--- src/rtl/div_radix2_if.sv ---
// div_radix2_if: operand/result bundle between the execute stage and the
// radix-2 divider. The master side issues operations, the slave side is
// the divider itself.
interface div_radix2_if #(
  parameter int XLEN = 32
);
  logic            Enable;
  logic [11:0]     funct3;
  logic [XLEN-1:0] rs1;
  logic [XLEN-1:0] rs2;
  logic [XLEN-1:0] rd;
  logic            Busy;
  logic            Done;

  modport master (
    output Enable, funct3, rs1, rs2,
    input  rd, Busy, Done
  );

  modport slave (
    input  Enable, funct3, rs1, rs2,
    output rd, Busy, Done
  );
endinterface

--- src/rtl/div_radix2.sv ---
// div_radix2: iterative RV32M DIV/DIVU/REM/REMU using a radix-2 restoring
// algorithm, one quotient bit per clock.
// Flow: IDLE -> PREP -> CALC (32 iterations) -> FIX -> IDLE, 34 cycles.
// Optional macro DIV_EARLY_OUT_EN: divide-by-zero and signed overflow skip
// CALC and complete in 2 cycles; results are identical either way.
module div_radix2 #(
  parameter int XLEN = 32  // only 32 is supported
) (
  input  logic          clk,
  input  logic          reset,  // asynchronous, active-low
  div_radix2_if.slave   bus
);

  typedef enum logic [1:0] {
    S_IDLE = 2'd0,
    S_PREP = 2'd1,
    S_CALC = 2'd2,
    S_FIX  = 2'd3
  } state_t;

  localparam logic [XLEN-1:0] INT_MIN = {1'b1, {(XLEN-1){1'b0}}};
  localparam logic [XLEN-1:0] ALL_ONE = {XLEN{1'b1}};

  state_t          state_q, state_d;
  logic [1:0]      op_q, op_d;      // {is_rem, is_unsigned} = funct3[8:7]
  logic [XLEN-1:0] a_q, a_d;        // raw dividend as accepted
  logic [XLEN-1:0] b_q, b_d;        // raw divisor as accepted
  logic [XLEN-1:0] quo_q, quo_d;    // dividend shifting out / quotient in
  logic [XLEN-1:0] dvs_q, dvs_d;    // magnitude of the divisor
  logic [XLEN:0]   rem_q, rem_d;    // 33-bit partial remainder
  logic [4:0]      cnt_q, cnt_d;
  logic            qneg_q, qneg_d;
  logic            rneg_q, rneg_d;
  logic            dz_q, dz_d;
  logic            ovf_q, ovf_d;
  logic [XLEN-1:0] rd_q, rd_d;
  logic            done_q, done_d;

  logic            legal_start;
  logic            launch;
  logic            op_signed;
  logic            dz_now;
  logic            ovf_now;
  logic [XLEN:0]   rem_sh;
  logic [XLEN:0]   diff;
  logic [XLEN-1:0] quo_res;
  logic [XLEN-1:0] rem_res;

  // Only the four M-extension divide codes start an operation.
  assign legal_start = bus.Enable
                     && (bus.funct3[11:10] == 2'b01)
                     && (bus.funct3[6:0] == 7'b0110011)
                     && bus.funct3[9];

  // A new operation may be taken in IDLE, or in FIX for back-to-back issue.
  assign launch    = legal_start && ((state_q == S_IDLE) || (state_q == S_FIX));
  assign op_signed = ~op_q[0];

  // Special cases seen from the latched raw operands.
  assign dz_now  = (b_q == '0);
  assign ovf_now = op_signed && (a_q == INT_MIN) && (b_q == ALL_ONE);

  // One restoring step: shift {rem, quo} left, trial-subtract the divisor.
  assign rem_sh = {rem_q[XLEN-1:0], quo_q[XLEN-1]};
  assign diff   = rem_sh - {1'b0, dvs_q};

  // Signed results are corrected from the unsigned magnitudes.
  assign quo_res = (op_signed && qneg_q) ? -quo_q : quo_q;
  assign rem_res = (op_signed && rneg_q) ? -rem_q[XLEN-1:0] : rem_q[XLEN-1:0];

  // Next-state and datapath updates for the divider FSM.
  always_comb begin
    // NOTE: every signal gets a default before the case so no path leaves
    // it unassigned; otherwise synthesis would infer a latch.
    state_d = state_q;
    op_d    = op_q;
    a_d     = a_q;
    b_d     = b_q;
    quo_d   = quo_q;
    dvs_d   = dvs_q;
    rem_d   = rem_q;
    cnt_d   = cnt_q;
    qneg_d  = qneg_q;
    rneg_d  = rneg_q;
    dz_d    = dz_q;
    ovf_d   = ovf_q;
    rd_d    = rd_q;
    done_d  = 1'b0;

    case (state_q)
      S_IDLE: begin
        state_d = S_IDLE;
      end

      S_PREP: begin
        quo_d   = (op_signed && a_q[XLEN-1]) ? -a_q : a_q;
        dvs_d   = (op_signed && b_q[XLEN-1]) ? -b_q : b_q;
        qneg_d  = a_q[XLEN-1] ^ b_q[XLEN-1];
        rneg_d  = a_q[XLEN-1];
        dz_d    = dz_now;
        ovf_d   = ovf_now;
        rem_d   = '0;
        cnt_d   = '0;
        state_d = S_CALC;
`ifdef DIV_EARLY_OUT_EN
        if (dz_now || ovf_now) begin
          state_d = S_FIX;
        end
`endif
      end

      S_CALC: begin
        if (!diff[XLEN]) begin
          rem_d = diff;
          quo_d = {quo_q[XLEN-2:0], 1'b1};
        end else begin
          rem_d = rem_sh;
          quo_d = {quo_q[XLEN-2:0], 1'b0};
        end
        cnt_d = cnt_q + 5'd1;
        if (cnt_q == 5'd31) begin
          state_d = S_FIX;
        end
      end

      S_FIX: begin
        if (dz_q) begin
          rd_d = op_q[1] ? a_q : ALL_ONE;
        end else if (ovf_q) begin
          rd_d = op_q[1] ? '0 : INT_MIN;
        end else begin
          rd_d = op_q[1] ? rem_res : quo_res;
        end
        done_d  = 1'b1;
        state_d = S_IDLE;
      end

      default: begin
        state_d = S_IDLE;
      end
    endcase

    // Acceptance overrides the IDLE/FIX transition; operands are captured
    // so later input changes cannot disturb the running operation.
    if (launch) begin
      a_d     = bus.rs1;
      b_d     = bus.rs2;
      op_d    = bus.funct3[8:7];
      state_d = S_PREP;
    end
  end

  // State and datapath registers; reset aborts any operation in flight.
  always_ff @(posedge clk or negedge reset) begin
    if (!reset) begin
      state_q <= S_IDLE;
      op_q    <= '0;
      a_q     <= '0;
      b_q     <= '0;
      quo_q   <= '0;
      dvs_q   <= '0;
      rem_q   <= '0;
      cnt_q   <= '0;
      qneg_q  <= 1'b0;
      rneg_q  <= 1'b0;
      dz_q    <= 1'b0;
      ovf_q   <= 1'b0;
      rd_q    <= '0;
      done_q  <= 1'b0;
    end else begin
      // NOTE: non-blocking so every register samples pre-edge values,
      // which is what the parallel hardware does.
      state_q <= state_d;
      op_q    <= op_d;
      a_q     <= a_d;
      b_q     <= b_d;
      quo_q   <= quo_d;
      dvs_q   <= dvs_d;
      rem_q   <= rem_d;
      cnt_q   <= cnt_d;
      qneg_q  <= qneg_d;
      rneg_q  <= rneg_d;
      dz_q    <= dz_d;
      ovf_q   <= ovf_d;
      rd_q    <= rd_d;
      done_q  <= done_d;
    end
  end

  assign bus.rd   = rd_q;
  assign bus.Done = done_q;
  assign bus.Busy = (state_q != S_IDLE);

endmodule

--- src/flat_wrapper.sv ---
// flat-port wrapper written by rule: the top's interface ports become plain ports
module div_radix2_flat 
#(
  parameter int XLEN = 32                         
)
  (clk, reset, bus_Enable, bus_funct3, bus_rs1, bus_rs2, bus_rd, bus_Busy, bus_Done);
  div_radix2_if #(.XLEN(XLEN)) bus_i ();
  input  logic clk;
  input  logic reset;
  input wire logic [$bits(bus_i.Enable)-1:0] bus_Enable;
  input wire logic [$bits(bus_i.funct3)-1:0] bus_funct3;
  input wire logic [$bits(bus_i.rs1)-1:0] bus_rs1;
  input wire logic [$bits(bus_i.rs2)-1:0] bus_rs2;
  output wire logic [$bits(bus_i.rd)-1:0] bus_rd;
  output wire logic [$bits(bus_i.Busy)-1:0] bus_Busy;
  output wire logic [$bits(bus_i.Done)-1:0] bus_Done;
  assign bus_i.Enable = bus_Enable;
  assign bus_i.funct3 = bus_funct3;
  assign bus_i.rs1 = bus_rs1;
  assign bus_i.rs2 = bus_rs2;
  assign bus_rd = bus_i.rd;
  assign bus_Busy = bus_i.Busy;
  assign bus_Done = bus_i.Done;
  div_radix2 #(.XLEN(XLEN)) u_core (.clk(clk), .reset(reset), .bus(bus_i));
endmodule
--- config.mk ---
export PLATFORM = sky130hd
export DESIGN_NAME = div_radix2_flat
export DESIGN_NICKNAME = d
export VERILOG_FILES = /design/src/rtl/div_radix2_if.sv /design/src/rtl/div_radix2.sv /design/src/flat_wrapper.sv
export SDC_FILE = /design/constraint.sdc
export NUM_CORES = 1
export LEC_CHECK = 0
export ABC_AREA = 1
export BUFFER_PORTS_ARGS = -buffer_cell sky130_fd_sc_hd__buf_2
export CAP_MARGIN = 10
export CORE_MARGIN = 5
export CORE_UTILIZATION = 40
export CTS_CLUSTER_DIAMETER = 120
export DETAILED_ROUTE_END_ITERATION = 10
export PLACE_DENSITY = 0.59
export SYNTH_ARGS = -nofsm -noshare
export SYNTH_HDL_FRONTEND = slang
export SYNTH_SLANG_ARGS = --single-unit
--- constraint.sdc ---
create_clock -name clk -period 5.4 [get_ports clk]
set_input_delay 1.08 -clock clk [delete_from_list [all_inputs] [get_ports clk]]
set_output_delay 1.08 -clock clk [all_outputs]
set_load 0.05 [all_outputs]
Word-level counts from Yosys, hierarchy flattened
Cells that the tools add are included.

Bits in registers: 206. Input port bits: 79.

Bitwise logic cells: 2. Add/subtract/negate cells: 6. Muxes and demuxes: 18. Eq/ne operators: 9. Reduce and logical (&&, ||, !) cells: 16.

Operator list (count): 32-bit two-way mux (10); 32-bit negator (4); 32-bit case mux with 2 select lines (2); 32-bit equality test, second input constant (2); 33-bit by 32-bit subtractor with 33-bit output (1); 32-bit logical NOT (1); 1-bit logical AND (10); 5-bit case mux with 2 select lines (1); 7-bit by 6-bit equality test with 1-bit output, second input constant (1); 2-bit case mux with 3 select lines (1); 5-bit by 1-bit adder with 5-bit output, second input constant (1); 5-bit equality test, second input constant (1); 2-bit by 1-bit equality test with 1-bit output, second input constant (2); 2-bit equality test, second input constant (2); 2-bit two-way mux (2); 2-bit nonzero test (2); 3-bit by 1-bit != test with 1-bit output, second input constant (1); 2-bit logical NOT (1); 1-bit two-way mux (2); 2-bit OR reduction (1); 1-bit logical OR (1); 1-bit NOT (1); 1-bit bitwise XOR (1).

Longest topological paths before layout
Depth in word-level cells: 6. Mapped depth: 16. Depth with buffers taken out: 16.

Least setup slack after synthesis
OpenSTA, ideal clock, no wires.

Path type: input to register. From: input port bus_funct3[3]. To: register u_core.b_q[13]. Cell stages on the path: 5. Data required time: 5275 ps. Library setup time: 125 ps. Arrival: 2169 ps. Path slack: 3107 ps. Path through: nor4b_1 -> nand3_1 -> buf_2 -> buf_2 -> mux2_2.

Longest elaborated chain between the ends: 4.

RTL lines: start: declaration (RTL line flat_wrapper.sv:11) `input wire logic [$bits(bus_i.funct3)-1:0] bus_funct3;`; 7-bit by 6-bit equality test with 1-bit output (RTL line div_radix2.sv:52) `&& (bus.funct3[6:0] == 7'b0110011)`; 1-bit logical AND (RTL line div_radix2.sv:52); 1-bit logical AND (RTL line div_radix2.sv:53) `&& bus.funct3[9];`; 1-bit logical AND (RTL line div_radix2.sv:56) `assign launch = legal_start && ((state_q == S_IDLE) || (state_q == S_FIX));`; end signal: assignment (RTL line div_radix2.sv:159) `b_q <= '0;`; end signal: assignment (RTL line div_radix2.sv:176) `b_q <= b_d;`; end: declaration (RTL line div_radix2.sv:27) `logic [XLEN-1:0] b_q, b_d;`.

Every way passes these cells. A chain may end at the register's enable or synchronous reset.

Worst setup path after layout
From: register u_core.state_q[0]. To: register u_core.quo_q[0].

Longest elaborated chain between the ends: 2.

RTL lines: start: declaration (RTL line div_radix2.sv:24) `state_t state_q, state_d;`; start signal: assignment (RTL line div_radix2.sv:173) `state_q <= state_d;`; 2-bit equality test / 2-bit by 1-bit equality test with 1-bit output (equally long branches) (RTL line div_radix2.sv:90) `case (state_q)`; 32-bit case mux with 2 select lines / 2-bit nonzero test (equally long branches); end signal: assignment (RTL line div_radix2.sv:177) `quo_q <= quo_d;`; end: declaration (RTL line div_radix2.sv:28) `logic [XLEN-1:0] quo_q, quo_d;`.

Several ways; a longest one is shown, not always the timed one.

==> results by group <==
CTS
  – Clk_lat worst skew: 0.55 ns
  – TritonCTS clock tree: done
  – Clock Path Buffers: 3
  – Clk sinks: 206
  – CTS hold repair buffers: 0
  – Root Driver: clkbuf_16
  – PostCTS Resize Cnt: 0
  – H-tree depth: 1
  – Post-CTS Setup Inserts: 0
  – Worst-path clk slew: 0.06 ns
  – Total CTS buffers: 26

GRT
  – Tot GR Track Use: 23.39%
  – GRT Residual Overflow: 0
  – Initial antenna violation count: 1
  – First-pass GRT wire length: 78.76 mm
  – Largest net degree at the start of global routing: 91
  – Number of global-route vias before repair: 14,260

STA
  – Final setup viols: 0
  – Max Freq: 0.3415 GHz
  – Worst Tran Pin Value: 1.285 ns
  – Final worst setup slack: 2.472 ns
  – TNS Setup: 0 ns
  – Final clock skew: 0.01403 ns
  – Smallest hold slack: 0.4877 ns
  – Slew headroom: 14.34%
  – Final-report max-slew violation count: 0
  – Final hold vios: 0
  – Tcrit/Tclk final: 54.22%
  – Min cycle time layout: 2.928 ns
  – RSZ-0062 raised after global routing: no

Drt
  – Via density per instance: 5.292
  – Vias: 15,090
  – DR pass1 iterations: 6
  – Post-route ant nets: 0
  – Wire per inst: 17.45 um
  – DRC violations left: 0
  – Detailed Route WL: 49.76 mm
  – 1st-iter DRT viols: 1,184

Pwr
  – Highest ir drop seen on vdd: 205.9 uV
  – Cell Pwr Density: 361.6 mW/mm2
  – Leak Pwr: 0.008386 uW

Critical path
  – Req. time, crit path: 5.82 ns
  – Max FO, Critical Path: 44
  – R2R depth: 9
  – CP startpoint: u_core.state_q[0]
  – Critical Path AT: 3.34 ns
  – CP Class: flip-flop to flip-flop
  – Worst r2r dst: u_core.quo_q[0]
  – Crit path capture: u_core.quo_q[0]
  – Reg-to-reg startpoint: u_core.state_q[0]
  – Crit start category: flip-flop
  – Setup slack, reg-to-reg: 2.47 ns
  – Crit end category: flip-flop

Worst hold path
  – Hold Crit Class: flip-flop to flip-flop

Floorplan
  – Rows: 71
  – IO Pins: 113
  – Chip height: 204.9 um
  – Area of the die: 0.04200 mm2
  – Die W: 204.9 um
  – Core Footprint: 0.03758 mm2
  – Initial Utilization: 40.45%

Placement
  – Port-buffer cells: 112
  – Dpl cell area: 0.01619 mm2
  – Setup WS pre-CTS: 2.068 ns
  – HPWL after DPL: 38.46 mm
  – RD Place Congestion: 0.9431

Synthesis
  – Post-Syn Area: 0.01520 mm2
  – Most common cell in the netlist: nand2_1
  – Number of flops mapped to enable cells by yosys: 0
  – Sequential-to-total area share from yosys stat: 33.91%
  – Ys async rst share: 100.0%
  – Leading cell types by count after synthesis: nand2_1, inv_1, nor2_1
  – Syn_area_per_cell: 6.783 um2
  – Ys flop type: dfrtp_1
  – Gate Count Post-Synth: 2,241
  – Syn Nets: 2,364
  – Flops & latches, synth: 206
  – Post-synth top area cell: dfrtp_1
  – Yosys top cell area share: 33.91%
  – Unique cell type count in the Yosys netlist: 48
  – YS warnings: 0
  – Synth top area cells: dfrtp_1, nand2_1, nand3_1

Finish
  – Area growth, synth to finish: 12.26%
  – Fill cell count: 3,987
  – N_diodes: 0
  – Fin nets: 2,444
  – Layout cell share with drive strength beyond 1: 12.26%
  – Final Instance Area: 0.01706 mm2

Run status
  – Status: finished clean

Flow run
  – Max_cap viols: 0
-- placed cells by master, fill, tap and decap left out, types with 4 or more instances in the layout --
master,count
a21oi_1,83
o21ai_0,108
a31oi_1,17
nand2_2,20
xor2_1,30
o22ai_1,17
buf_4,13
nor4_1,5
o21ai_1,8
dfrtp_1,206
mux2_2,66
nor2_1,248
nand2_1,632
nor2_2,12
clkbuf_8,7
o21bai_1,16
buf_2,111
a21o_1,4
nand3_1,226
xnor2_1,20
clkinv_2,8
o21a_1,4
o31ai_1,4
o221ai_1,14
nand4_1,40
clkbuf_16,26
inv_1,276
ha_1,42
o211ai_1,8
nand3b_1,12
nor3_1,20
-- metrics by stage --
| step | instances | utilization, % | power [uW] |
|---|---|---|---|
| 6_report | 2851 | 45.41 | 6170 |
| 2_1_floorplan | 2241 | - | 3758 |
| 4_1_cts | 2851 | 45.41 | 6204 |
| 3_5_place_dp | 2804 | 43.08 | 4408 |
| 3_3_place_gp | 2804 | 43.08 | 4390 |
| 5_1_grt | 2851 | 45.41 | 6622 |
-- cells by family after synthesis --
| group | after synthesis | share of synthesized area, % |
|---|---|---|
| buf+inv | 355 | 9.301 |
| mux | 66 | 4.889 |
| simple gates | 1230 | 34.36 |
| compound gates | 290 | 10.99 |
| xor+xnor | 50 | 2.881 |
| flops | 206 | 33.91 |
| fa+ha+maj | 44 | 3.671 |
-- worst min path at each step --
stage / startpoint / endpoint / slack [ns] / depth (start not counted)
final: u_core.dvs_q[5] / u_core.dvs_q[5] / 0.49 / 2
after global routing: u_core.dvs_q[5] / u_core.dvs_q[5] / 0.51 / 2
after CTS: u_core.dvs_q[5] / u_core.dvs_q[5] / 0.49 / 2
after detailed placement: u_core.dvs_q[5] / u_core.dvs_q[5] / 0.47 / 2
after global placement: u_core.dvs_q[6] / u_core.dvs_q[6] / 0.47 / 2
after floorplan: u_core.dvs_q[10] / u_core.dvs_q[10] / 0.45 / 2
-- worst max-delay path, stage by stage, from the launching register on --
cell and delay [ns]:
dfrtp_1 0.39, inv_1 0.08, ha_1 0.29, buf_4 0.24, inv_2 0.69, nor2_1 0.07
buf_4 0.24, inv_1 0.45, o22ai_1 0.13, o21bai_1 0.18
-- where the power goes --
part / switching (uW) / total [uW] / internal (uW) / leakage, uW
combinational: 1490 / 2280 / 796 / 0.00541
clock: 708 / 1770 / 1060 / 0.000439
sequential: 362 / 2120 / 1750 / 0.00254
total: 2560 / 6170 / 3610 / 0.00839
-- final cells by class --
| class | instances | area, um2 | share of cell area (%) |
|---|---|---|---|
| Inverter | 281 | 1055 | 6.181 |
| Timing Repair Buffer | 126 | 686.9 | 4.026 |
| Multi-Input combinational cell | 1680 | 8652 | 50.70 |
| Clock inverter | 13 | 135.1 | 0.7919 |
| Sequential cell | 206 | 5155 | 30.21 |
| Tap cell | 511 | 639.4 | 3.747 |
| Clock buffer | 34 | 740.7 | 4.341 |
-- state kept, by name (all words and copies together), names as in the netlist, 2 cells and up --
signal / cells
u_core.quo_q: 32
u_core.bus.rd: 32
u_core.b_q: 32
u_core.rem_q: 32
u_core.a_q: 32
u_core.dvs_q: 32
u_core.state_q: 2
u_core.cnt_q: 5
u_core.op_q: 2
-- per-layer routing --
metal	share of wire, %	up-vias	track usage [%]	wire (um)
met2	44	457	37.03	21960
met5	0.040	-	0	20
met4	2.6	2	5.646	1282
li1	-	7464	-	-
met1	47	7080	33.69	23360
met3	6.3	84	3.657	3132
No activity file was read; power rests on OpenSTA's default activity.
